<file path="src/rtl/branch_sequencer_if.sv">
// Request/response bundle between the microcode control unit (master)
// and the branch sequencer (slave).
interface branch_sequencer_if #(
  parameter int unsigned ADDR_WIDTH = 8,
  parameter int unsigned DEPTH_W    = 3
);
  logic                  pc_inc;
  logic                  load_target;
  logic [2:0]            cond_sel;
  logic [ADDR_WIDTH-1:0] target;
  logic                  flag_zero;
  logic                  flag_carry;
  logic                  flag_negative;
  logic                  call_req;
  logic                  ret_req;
  logic [ADDR_WIDTH-1:0] counter_out;
  logic                  branch_taken;
  logic [DEPTH_W-1:0]    stack_depth;
  logic                  stack_overflow;
  logic                  stack_underflow;

  modport master (
    output pc_inc, load_target, cond_sel, target,
    output flag_zero, flag_carry, flag_negative, call_req, ret_req,
    input  counter_out, branch_taken, stack_depth, stack_overflow, stack_underflow
  );

  modport slave (
    input  pc_inc, load_target, cond_sel, target,
    input  flag_zero, flag_carry, flag_negative, call_req, ret_req,
    output counter_out, branch_taken, stack_depth, stack_overflow, stack_underflow
  );
endinterface

</file>
<file path="src/rtl/branch_sequencer.sv">
// Program counter with single-cycle conditional jumps and a CALL/RET
// return-address stack with sticky overflow/underflow flags.
module branch_sequencer #(
  parameter int unsigned ADDR_WIDTH  = 8,
  parameter int unsigned STACK_DEPTH = 4,
  parameter int unsigned DEPTH_W     = $clog2(STACK_DEPTH + 1)
) (
  input  logic              clk,
  input  logic              reset,
  branch_sequencer_if.slave bus
);

  localparam int unsigned IDX_W = (STACK_DEPTH > 1) ? $clog2(STACK_DEPTH) : 1;

  typedef enum logic [2:0] {
    COND_ALWAYS = 3'b000,
    COND_Z      = 3'b001,
    COND_NZ     = 3'b010,
    COND_C      = 3'b011,
    COND_NC     = 3'b100,
    COND_N      = 3'b101,
    COND_NN     = 3'b110,
    COND_NEVER  = 3'b111
  } cond_e;

  logic [ADDR_WIDTH-1:0] pc_q, pc_d;
  logic [DEPTH_W-1:0]    depth_q, depth_d;
  logic                  taken_q, taken_d;
  logic                  ovf_q, ovf_d;
  logic                  unf_q, unf_d;
  logic                  push_en;
  logic                  cond_met;
  logic                  stack_full, stack_empty;
  logic [IDX_W-1:0]      wr_idx, top_idx;
  cond_e                 cond;

  logic [ADDR_WIDTH-1:0] stack_q [STACK_DEPTH];

  assign cond        = cond_e'(bus.cond_sel);
  assign stack_full  = (depth_q == DEPTH_W'(STACK_DEPTH));
  assign stack_empty = (depth_q == '0);
  assign wr_idx      = IDX_W'(depth_q);
  assign top_idx     = IDX_W'(depth_q - DEPTH_W'(1));

  always_comb begin
    cond_met = 1'b0;
    unique case (cond)
      COND_ALWAYS: cond_met = 1'b1;
      COND_Z:      cond_met = bus.flag_zero;
      COND_NZ:     cond_met = ~bus.flag_zero;
      COND_C:      cond_met = bus.flag_carry;
      COND_NC:     cond_met = ~bus.flag_carry;
      COND_N:      cond_met = bus.flag_negative;
      COND_NN:     cond_met = ~bus.flag_negative;
      COND_NEVER:  cond_met = 1'b0;
    endcase
  end

  // Strict priority ret > call > load > inc; a losing request has no side effects.
  always_comb begin
    pc_d    = pc_q;
    depth_d = depth_q;
    taken_d = 1'b0;
    ovf_d   = ovf_q;
    unf_d   = unf_q;
    push_en = 1'b0;
    if (bus.ret_req) begin
      if (stack_empty) begin
        unf_d = 1'b1;
      end else begin
        pc_d    = stack_q[top_idx];
        depth_d = depth_q - DEPTH_W'(1);
        taken_d = 1'b1;
      end
    end else if (bus.call_req) begin
      if (stack_full) begin
        ovf_d = 1'b1;
      end else begin
        push_en = 1'b1;
        pc_d    = bus.target;
        depth_d = depth_q + DEPTH_W'(1);
        taken_d = 1'b1;
      end
    end else if (bus.load_target) begin
      if (cond_met) begin
        pc_d    = bus.target;
        taken_d = 1'b1;
      end else if (bus.pc_inc) begin
        pc_d = pc_q + ADDR_WIDTH'(1);
      end
    end else if (bus.pc_inc) begin
      pc_d = pc_q + ADDR_WIDTH'(1);
    end
  end

  always_ff @(posedge clk) begin
    if (reset) begin
      pc_q    <= '0;
      depth_q <= '0;
      taken_q <= 1'b0;
      ovf_q   <= 1'b0;
      unf_q   <= 1'b0;
    end else begin
      pc_q    <= pc_d;
      depth_q <= depth_d;
      taken_q <= taken_d;
      ovf_q   <= ovf_d;
      unf_q   <= unf_d;
    end
  end

  // Stack storage is not reset; the occupancy count alone defines validity.
  always_ff @(posedge clk) begin
    if (push_en && !reset) begin
      stack_q[wr_idx] <= pc_q;
    end
  end

  assign bus.counter_out     = pc_q;
  assign bus.branch_taken    = taken_q;
  assign bus.stack_depth     = depth_q;
  assign bus.stack_overflow  = ovf_q;
  assign bus.stack_underflow = unf_q;

endmodule

</file>
<file path="src/flat_wrapper.sv">
// flat-port wrapper written by rule: the top's interface ports become plain ports
module branch_sequencer_flat 
#(
  parameter int unsigned ADDR_WIDTH  = 8,
  parameter int unsigned STACK_DEPTH = 4,
  parameter int unsigned DEPTH_W     = $clog2(STACK_DEPTH + 1)
)
  (clk, reset, bus_pc_inc, bus_load_target, bus_cond_sel, bus_target, bus_flag_zero, bus_flag_carry, bus_flag_negative, bus_call_req, bus_ret_req, bus_counter_out, bus_branch_taken, bus_stack_depth, bus_stack_overflow, bus_stack_underflow);
  branch_sequencer_if #(.ADDR_WIDTH(ADDR_WIDTH), .DEPTH_W(DEPTH_W)) bus_i ();
  input  logic clk;
  input  logic reset;
  input wire logic [$bits(bus_i.pc_inc)-1:0] bus_pc_inc;
  input wire logic [$bits(bus_i.load_target)-1:0] bus_load_target;
  input wire logic [$bits(bus_i.cond_sel)-1:0] bus_cond_sel;
  input wire logic [$bits(bus_i.target)-1:0] bus_target;
  input wire logic [$bits(bus_i.flag_zero)-1:0] bus_flag_zero;
  input wire logic [$bits(bus_i.flag_carry)-1:0] bus_flag_carry;
  input wire logic [$bits(bus_i.flag_negative)-1:0] bus_flag_negative;
  input wire logic [$bits(bus_i.call_req)-1:0] bus_call_req;
  input wire logic [$bits(bus_i.ret_req)-1:0] bus_ret_req;
  output wire logic [$bits(bus_i.counter_out)-1:0] bus_counter_out;
  output wire logic [$bits(bus_i.branch_taken)-1:0] bus_branch_taken;
  output wire logic [$bits(bus_i.stack_depth)-1:0] bus_stack_depth;
  output wire logic [$bits(bus_i.stack_overflow)-1:0] bus_stack_overflow;
  output wire logic [$bits(bus_i.stack_underflow)-1:0] bus_stack_underflow;
  assign bus_i.pc_inc = bus_pc_inc;
  assign bus_i.load_target = bus_load_target;
  assign bus_i.cond_sel = bus_cond_sel;
  assign bus_i.target = bus_target;
  assign bus_i.flag_zero = bus_flag_zero;
  assign bus_i.flag_carry = bus_flag_carry;
  assign bus_i.flag_negative = bus_flag_negative;
  assign bus_i.call_req = bus_call_req;
  assign bus_i.ret_req = bus_ret_req;
  assign bus_counter_out = bus_i.counter_out;
  assign bus_branch_taken = bus_i.branch_taken;
  assign bus_stack_depth = bus_i.stack_depth;
  assign bus_stack_overflow = bus_i.stack_overflow;
  assign bus_stack_underflow = bus_i.stack_underflow;
  branch_sequencer #(.ADDR_WIDTH(ADDR_WIDTH), .STACK_DEPTH(STACK_DEPTH), .DEPTH_W(DEPTH_W)) u_core (.clk(clk), .reset(reset), .bus(bus_i));
endmodule
</file>
<file path="config.mk">
export PLATFORM = sky130hd
export DESIGN_NAME = branch_sequencer_flat
export DESIGN_NICKNAME = d
export VERILOG_FILES = /design/src/rtl/branch_sequencer_if.sv /design/src/rtl/branch_sequencer.sv /design/src/flat_wrapper.sv
export SDC_FILE = /design/constraint.sdc
export NUM_CORES = 1
export LEC_CHECK = 0
export ABC_AREA = 1
export BUFFER_PORTS_ARGS = -buffer_cell sky130_fd_sc_hd__buf_2
export CAP_MARGIN = 20
export CORE_UTILIZATION = 41
export CTS_CLUSTER_DIAMETER = 60
export DETAILED_ROUTE_END_ITERATION = 6
export GPL_ROUTABILITY_DRIVEN = 0
export PLACE_DENSITY_LB_ADDON = 0.1
export SLEW_MARGIN = 25
export SYNTH_ARGS = -nofsm -noshare
export SYNTH_HDL_FRONTEND = slang
export SYNTH_SLANG_ARGS = --single-unit
</file>
<file path="constraint.sdc">
create_clock -name clk -period 4.4 [get_ports clk]
set_input_delay 0.66 -clock clk [delete_from_list [all_inputs] [get_ports clk]]
set_output_delay 0.66 -clock clk [all_outputs]
set_load 0.02 [all_outputs]
</file>
==> results of run 1 <==
-- layout make-up --
type | count | area, µm² | area share (%)
Clock buffer | 5 | 68.8 | 2.57
Timing Repair Buffer | 33 | 165 | 6.17
Tap cell | 72 | 90.1 | 3.37
Clock inverter | 3 | 43.8 | 1.64
Multi-Input combinational cell | 179 | 913 | 34.1
Sequential cell | 46 | 1240 | 46.4
Inverter | 40 | 153 | 5.71
-- registers in the layout, indices dropped and copies added (netlist names) --
| name | cells |
|---|---|
| u_core.bus.branch_taken | 1 |
| u_core.bus.counter_out | 8 |
| u_core.bus.stack_underflow | 1 |
| u_core.bus.stack_overflow | 1 |
| u_core.stack_q | 32 |
| u_core.bus.stack_depth | 3 |
-- per-stage QoR --
step | util, % | instance area, µm²
after floorplan | - | 2390
after global placement | 46.0 | 2560
after detailed placement | 46.0 | 2560
after CTS | 48.0 | 2680
after global routing | 48.0 | 2680
final | 48.0 | 2680
-- cells by family (layout without fill, tap and decap cells) --
family	count (synthesis)	after routing	synth area share [%]
compound gates	47	47	10.8
fa+ha+maj	7	7	3.67
xor+xnor	3	3	1.10
buf+inv	49	81	9.70
simple gates	122	122	22.8
flops	46	46	52.0
-- cell usage after synthesis, drive strengths merged --
cell / instances
nand3b: 1
nor2: 41
edfxtp: 32
ha: 7
nor3: 1
xor2: 1
nand3: 28
dfxtp: 14
nand2: 50
o21ai: 30
nand4: 1
xnor2: 2
o32ai: 3
clkbuf: 3
inv: 40
a21oi: 13
buf: 6
o21bai: 1
-- per-layer routing --
layer	vias to the layer above	GRT usage [%]	part of all wire [%]	wire length, µm
met4	0	6.67	2.1	110
met3	10	3.37	5.0	262
met5	-	0	0	0
met2	54	29.2	46	2400
li1	961	-	-	-
met1	813	27.0	47	2490
-- power by group through the flow --
stage / registers (µW) / clock network [µW] / logic [µW]
global route: 578 / 335 / 349
finish: 570 / 313 / 302
CTS: 571 / 321 / 303
floorplan: 578 / 0 / 212
global placement: 581 / 0 / 303
detailed placement: 581 / 0 / 300
-- critical path: stages, from the launching register on --
cell and delay, ns:
dfxtp_1 0.71, inv_4 0.19, ha_1 0.29, ha_1 0.19
inv_1 0.10, nand4_1 0.25, nor2_1 0.61
-- worst max-delay path by stage --
stage                           endpoint                 startpoint  slack, ns
finish              u_core.stack_q[0][4]  u_core.bus.stack_depth[0]       1.71
global route        u_core.stack_q[3][3]  u_core.bus.stack_depth[0]       1.44
CTS                 u_core.stack_q[0][4]  u_core.bus.stack_depth[0]       1.71
detailed placement  u_core.stack_q[0][5]  u_core.bus.stack_depth[0]       1.71
global placement    u_core.stack_q[2][5]  u_core.bus.stack_depth[0]       1.77
floorplan           u_core.stack_q[1][0]  u_core.bus.stack_depth[0]       2.15
==> key figures, run 1 <==
Run status
  • Outcome: complete, no violations

Worst setup path
  • Endpoint type of the worst setup path: flip-flop
  • Critical path launch point type: flip-flop
  • Reg-to-Reg Start: u_core.bus.stack_depth[0]
  • CP Class: reg -> reg
  • Critical Path AT: approximately 2.6 ns
  • WP data required: approximately 4.3 ns
  • Flop2flop setup slack: 1.71 ns
  • Reg2reg path depth: 6
  • CP Max Fanout: 20
  • FF-to-FF End: u_core.stack_q[0][4]

Global routing
  • Largest net degree at the start of global routing: 21
  • Vias in the first global route: ~1.6k
  • First-pass GRT wire length: 8.59 mm
  • Total GRT Usage: 19.0%
  • Initial antenna violation count: 0
  • Grt total ovfl: 0

Clocking
  • CTS root buf: clkbuf_8
  • Setup Buffers After CTS: 0
  • CTS Buf Count: 5
  • Clk_lat worst skew: about 0.3 ns
  • Clock-pin slew on the worst setup and hold paths: 0.09 ns
  • CTS Hold Bufs: 0
  • Clock buffer depth: 2
  • Clk sinks: 46
  • CTS H-tree lvls: 2
  • Post_cts resized: 0
  • CTS tree: yes

Synthesis
  • Area leader, netlist: edfxtp_1
  • Yosys Warn Count: 0
  • Synth cell types: 29
  • Sequential element share of the synthesized area: 52.0%
  • Seq cells post-synth: 46
  • Synth top area share: 40.3%
  • Mean area per synthesized cell: around 8.7 µm²
  • Cell Area, Synth: 2390 µm²
  • Main area contributors after synthesis: edfxtp_1 40%, dfxtp_1 12%, nand2_1 7.6%
  • Synth Net Count: 301
  • Synthesized instance count: approximately 270

Drt
  • Pre-antenna DRT Iters: 5
  • Post-route DRC: 0
  • Vias/cell: between 4 and 5
  • Vias: roughly 1.8k
  • Post-route ant nets: 0
  • Routed len/inst: about 14 µm
  • DRT iter0 DRCs: 128
  • Post-Route WL: 5.26 mm

STA
  • Tmin final: 2.69 ns
  • TNS Setup: 0 ns
  • Final hold viol count: 0
  • Final setup viols: 0
  • Worst Tran Pin Value: 0.655 ns
  • Setup WS post-layout: roughly 1.7 ns
  • Part of the cycle the worst path needs: 61.2%
  • Hold slack final: 0.472 ns
  • Final Skew: ~0.0052 ns
  • Final max-slew violation count: 0
  • FMAX: 371 MHz
  • Slew HR: 56.1%
  • RSZ-0062 raised after global routing: false

Power and ir drop
  • Internal power: 786 µW
  • Reg power frac: 48.1%
  • Switching Share: 33.7%
  • Worst VDD drop: 0.000164 V
  • PwrDens: 443 nW/µm²
  • P_leak: 0.00119 µW
  • Clock Power Share: roughly a quarter
  • Power, Total: 1180 µW
  • Sw Pwr: 399 µW
  • Comb pwr share: between 20% and 30%

Min path
  • Hold Path Depth: 2
  • Hold Crit Class: reg -> reg
  • Worst Hold Launch: u_core.bus.stack_overflow
  • WHS Endpoint: u_core.bus.stack_overflow

Floorplanning
  • FP Rows: 27
  • Die area: 6130 µm²
  • CORE AREA: 5570 µm²
  • Starting Density: between 40% and 50%
  • Height of the die: 78.3 µm
  • Die X: 78.3 µm
  • Top Ports: 34

Placement
  • Final HPWL DP: 3.89 mm
  • Placement Setup Slack: 1.71 ns
  • Dpl cells: between 300 and 400
  • Port-buffer cells: 33

Final layout
  • Non-Filler Instances: 378
  • Share of layout cells above drive strength 1: between 10% and 20%
  • Commonest non-fill, non-tap cells in the layout: 48 x nand2_1, 39 x nor2_1, 38 x inv_1
  • Syn-to-layout area delta: 12.1%
  • Number of inserted diodes: 0
  • # fillers: 531
  • Fin nets: 332
  • Most common cell after layout, fill and taps aside: nand2_1

Job
  • Max-Cap Viols: 0
(Power assumes the default switching activity.)
==> run 2: changes to the inputs <==
Clock period 4.4 ns to 2.35 ns, I/O delays scaled along.
==> key figures, run 2 (synthesized netlist as in run 1, its figures left out) <==
Run status
  • Outcome: complete, no violations

Final layout
  • Most common cell after layout, fill and taps aside: nand2_1
  • Area occupied by multi-input gates: slightly above 900 µm²
  • Fin nets: 341
  • Register bank with the most flops: u_core.stack_q
  • Commonest non-fill, non-tap cells in the layout: 48 x nand2_1, 39 x nor2_1, 38 x inv_1
  • Share of layout cells above drive strength 1: 19.0%
  • Max FFs per register: 32
  • # fillers: 554
  • Register area: roughly 1200 µm²
  • Syn-to-layout area delta: 14.7%
  • Number of inserted diodes: 0

Worst setup path
  • Critical Path AT: between 2 and 2.5 ns
  • Endpoint type of the worst setup path: flip-flop
  • CP Max Fanout: 20
  • Delay-heaviest family, CP: compound AO/OA/AOI/OAI gates
  • CP max stage delay: 0.62 ns
  • CP max stage cell: ha_1
  • Most used cell, CP: o21ai_0
  • Critical path launch point type: flip-flop
  • CP Class: reg -> reg
  • Bufs and invs on worst path: 2
  • WP data required: 2.59 ns
  • Worst-path cell chain: inv_4 -> ha_1 -> o21ai_0 -> o21ai_0 -> o21ai_0 -> inv_1 -> nand2_1 -> a21oi_1

Drt
  • Post-route ant nets: 0
  • Post-route DRC: 0
  • Routed len/inst: 12.7 µm
  • DRT iter0 DRCs: between 150 and 200
  • Post-Route WL: 4.90 mm
  • Vias: 1,850
  • Pre-antenna DRT Iters: 4
  • Vias/cell: approximately 4.8

Clocking
  • Clk sinks: between 40 and 50
  • Post_cts resized: 0
  • Clock-pin slew on the worst setup and hold paths: 0.09 ns
  • Setup Buffers After CTS: 0
  • CTS Buf Count: 5
  • Clock buffer depth: 2
  • CTS H-tree lvls: 2
  • Clk_lat worst skew: around 0.3 ns
  • CTS Hold Bufs: 0
  • CTS root buf: clkbuf_8
  • CTS tree: yes

STA
  • TNS Setup: 0 ns
  • Tmin final: 1.92 ns
  • Final max-slew violation count: 0
  • Final setup viols: 0
  • FMAX: between 500 and 600 MHz
  • Worst Tran Pin Value: between 0.4 and 0.5 ns
  • Final Skew: around 0.0055 ns
  • Slew HR: 66.8%
  • Hold slack final: 0.363 ns
  • Final hold viol count: 0
  • RSZ-0062 raised after global routing: false
  • Part of the cycle the worst path needs: ~80%

Placement
  • Final HPWL DP: 3.56 mm
  • Port-buffer cells: 33

Floorplanning
  • Die X: 78.3 µm
  • Top Ports: 34
  • Die area: ~6100 µm²
  • CORE AREA: roughly 5600 µm²
  • FP Rows: 27
  • Starting Density: a little over two fifths
  • Height of the die: 78.3 µm

Power and ir drop
  • PwrDens: 798 nW/µm²
  • Worst VDD drop: 0.000251 V
  • P_leak: 0.00123 µW

Min path
  • Hold Crit Class: in -> reg

Global routing
  • First-pass GRT wire length: 8.16 mm
  • Initial antenna violation count: 0
  • Largest net degree at the start of global routing: 21
  • Grt total ovfl: 0
  • Vias in the first global route: 1,650
  • Total GRT Usage: 17.3%

Job
  • Max-Cap Viols: 0
==> run 2: cell types whose count changed in the layout (fill, tap and decap cells not counted) <==
cell	previous run	this run
buf_4	0	9
bufinv_16	1	0
clkbuf_16	0	1
==> run 2: through the flow <==
step / util (%) / instance area, µm² / setup WS, ns / std cells / total power (µW)
CTS: 49.1 / 2740 / 0.436 / 387 / 2200
detailed placement: 47.2 / 2630 / 0.471 / 379 / 1660
finish: 49.1 / 2740 / 0.432 / 387 / 2180
floorplan: - / 2390 / 0.101 / 274 / 1480
global route: 49.1 / 2740 / 0.169 / 387 / 2320
global placement: 47.2 / 2630 / 0.505 / 379 / 1660
==> run 2: cell type report <==
| cell class | count | share of cell area (%) |
|---|---|---|
| sequential | 46 | 45.3 |
| timing repair buffer | 42 | 8.50 |
| inverter | 40 | 5.58 |
| multi-input combinational | 179 | 33.4 |
| clock buffer | 6 | 3.43 |
| tap | 72 | 3.29 |
| clock inverter | 2 | 0.503 |
==> run 2: worst reg2reg max path: stages, from the launching register on <==
cell,delay (ns)
dfxtp_1,0.38
inv_4,0.11
ha_1,0.62
o21ai_0,0.18
o21ai_0,0.25
o21ai_0,0.11
inv_1,0.06
nand2_1,0.05
a21oi_1,0.10
==> run 2: worst paths after layout <==
path	startpoint	endpoint	slack [ns]	cells after the start
hold / removal	reset	u_core.bus.counter_out[7]	0.36	2
setup reg to reg	u_core.bus.stack_depth[0]	u_core.bus.counter_out[4]	0.43	8
hold reg to reg	u_core.bus.stack_overflow	u_core.bus.stack_overflow	0.47	2
setup / recovery	u_core.bus.stack_depth[0]	u_core.bus.counter_out[4]	0.43	8
==> run 2: layer usage <==
metal  vias to the layer above  routed length [µm]  share of wire (%)  global-route usage [%]
li1                        978                   -                  -                       -
met3                         2                 205                4.2                    3.14
met2                        48                2200                 45                    25.9
met5                         -                   0                  0                       0
met4                         0                  36               0.73                    5.93
met1                       822                2460                 50                    25.1
==> run 2: power breakdown <==
| part | switching [µW] | internal, µW |
|---|---|---|
| combinational | 394 | 222 |
| sequential | 69.8 | 951 |
| clock | 271 | 276 |
==> run 3: changes to the inputs <==
Clock period 2.35 ns to 1.65 ns, I/O delays scaled along.
==> key figures, run 3 (synthesized netlist as in run 1, its figures left out) <==
Run status
  • Outcome: complete, no violations

Clocking
  • CTS Hold Bufs: 0
  • CTS Buf Count: 5
  • CTS root buf: clkbuf_8
  • Clk_lat worst skew: 0.29 ns
  • Clk sinks: 46
  • Clock-pin slew on the worst setup and hold paths: around 0.080 ns
  • Clock buffer depth: 2
  • CTS H-tree lvls: 2
  • CTS tree: yes

Floorplanning
  • Die area: 6130 µm²
  • FP Rows: 27
  • Top Ports: 34
  • CORE AREA: 5570 µm²
  • Starting Density: 42.8%
  • Die X: ~78 µm
  • Height of the die: 78.3 µm

Worst setup path
  • CP Max Fanout: 8
  • Worst-path cell chain: inv_6 -> ha_4 -> ha_4 -> inv_2 -> nand4_1 -> buf_6 -> nor2_4
  • CP max stage cell: dfxtp_4
  • CP max stage delay: 0.37 ns
  • CP Class: reg -> reg
  • Delay-heaviest family, CP: flip-flops
  • Endpoint type of the worst setup path: flip-flop
  • CP Depth: 7
  • WP data required: 1.62 ns
  • Critical path launch point type: flip-flop
  • Most used cell, CP: ha_4
  • Reg2reg path depth: 7
  • Bufs and invs on worst path: 3
  • Critical Path AT: 1.56 ns

Drt
  • Pre-antenna DRT Iters: 5
  • DRT iter0 DRCs: 91
  • Vias/cell: 4.72
  • Post-route ant nets: 0
  • Post-Route WL: between 5 and 6 mm
  • Routed len/inst: 12.6 µm
  • Vias: 1,883
  • Post-route DRC: 0

Final layout
  • Commonest non-fill, non-tap cells in the layout: 48 x nand2_1, 35 x inv_1, 35 x nor2_1
  • Non-Filler Instances: 399
  • Register bank with the most flops: u_core.stack_q
  • Util after Layout: 52.9%
  • Fin nets: 353
  • Number of inserted diodes: 0
  • Final instance area: 2950 µm²
  • Syn-to-layout area delta: 23.6%
  • Share of layout cells above drive strength 1: 27.2%
  • Max FFs per register: 32
  • Most common cell after layout, fill and taps aside: nand2_1

Placement
  • Port-buffer cells: 33
  • Final HPWL DP: 3.65 mm
  • Dpl cells: 388
  • DP Area: 2810 µm²

Power and ir drop
  • Power, Total: 3360 µW
  • P_leak: 0.00130 µW
  • Worst VDD drop: 0.000440 V
  • PwrDens: approximately 1100 nW/µm²

STA
  • Part of the cycle the worst path needs: 96.3%
  • Final max-slew violation count: 0
  • Slew HR: 80.6%
  • Tmin final: 1.59 ns
  • Final setup viols: 0
  • TNS Setup: 0 ns
  • Worst Tran Pin Value: 0.290 ns
  • Final Skew: 0.00411 ns
  • FMAX: 629 MHz
  • Final hold viol count: 0
  • RSZ-0062 raised after global routing: true

Job
  • Max-Cap Viols: 0

Global routing
  • Total GRT Usage: 17.9%
  • Grt total ovfl: 0
  • Vias in the first global route: 1,655
  • First-pass GRT wire length: 8.25 mm
  • Largest net degree at the start of global routing: 20
  • Initial antenna violation count: 0

Min path
  • Hold Path Depth: 4
  • Hold Crit Class: in -> reg
-- run 3: changes by cell type in the layout (fill, tap and decap cells not counted), moves of 4 or more --
cell / delta
nor2_4: +4
buf_4: +9
o21ai_0: -10
o21ai_1: +10
nor2_1: -4
-- run 3: layer usage --
metal	share of wire (%)	up-vias	wire (µm)	GRT usage [%]
li1	-	1005	-	-
met1	49	839	2440	24.6
met2	47	33	2360	28.2
met3	3.1	6	157	3.49
met4	1.4	0	70	6.11
met5	0	-	0	0
-- run 3: worst paths after layout --
path / from / to / slack, ns
worst max-delay path: u_core.bus.stack_depth[0] / u_core.stack_q[0][0] / 0.06
worst min-delay path: reset / u_core.bus.stack_depth[0] / 0.26
worst max register to register: u_core.bus.stack_depth[0] / u_core.stack_q[0][0] / 0.06
worst min register to register: u_core.bus.stack_overflow / u_core.bus.stack_overflow / 0.47
-- run 3: worst min-delay path: stages --
cell and delay, ns:
buf_2 0.09, inv_1 0.07, o21ai_0 0.07, a21oi_1 0.04
-- run 3: what timing repair did --
item,in CTS,in global routing
endpoints found under the setup margin,10,40
pin swaps,1,2
resized for setup,1,5
buffers inserted,0,2
gates cloned,0,1
-- run 3: report_power, final --
part | internal, µW | switching [µW]
Combinational | 448 | 674
Sequential | 1360 | 68.0
Clock | 452 | 359
Total | 2260 | 1100
-- run 3: cell type report --
cell class / instances / area [µm²]
Inverter: 40 / 155
Clock inverter: 2 / 37.5
Multi-Input combinational cell: 180 / 1010
Timing Repair Buffer: 53 / 332
Clock buffer: 6 / 72.6
Tap cell: 72 / 90.1
Fill cell: 533 / 2630
Sequential cell: 46 / 1250
-- run 3: metrics by stage --
| stage | setup slack (ns) | hold WS, ns |
|---|---|---|
| floorplan | -0.361 | 0.384 |
| global placement | 0.0712 | 0.447 |
| detailed placement | 0.0178 | 0.461 |
| CTS | 0.0178 | 0.250 |
| global route | -0.0122 | 0.284 |
| finish | 0.0609 | 0.259 |
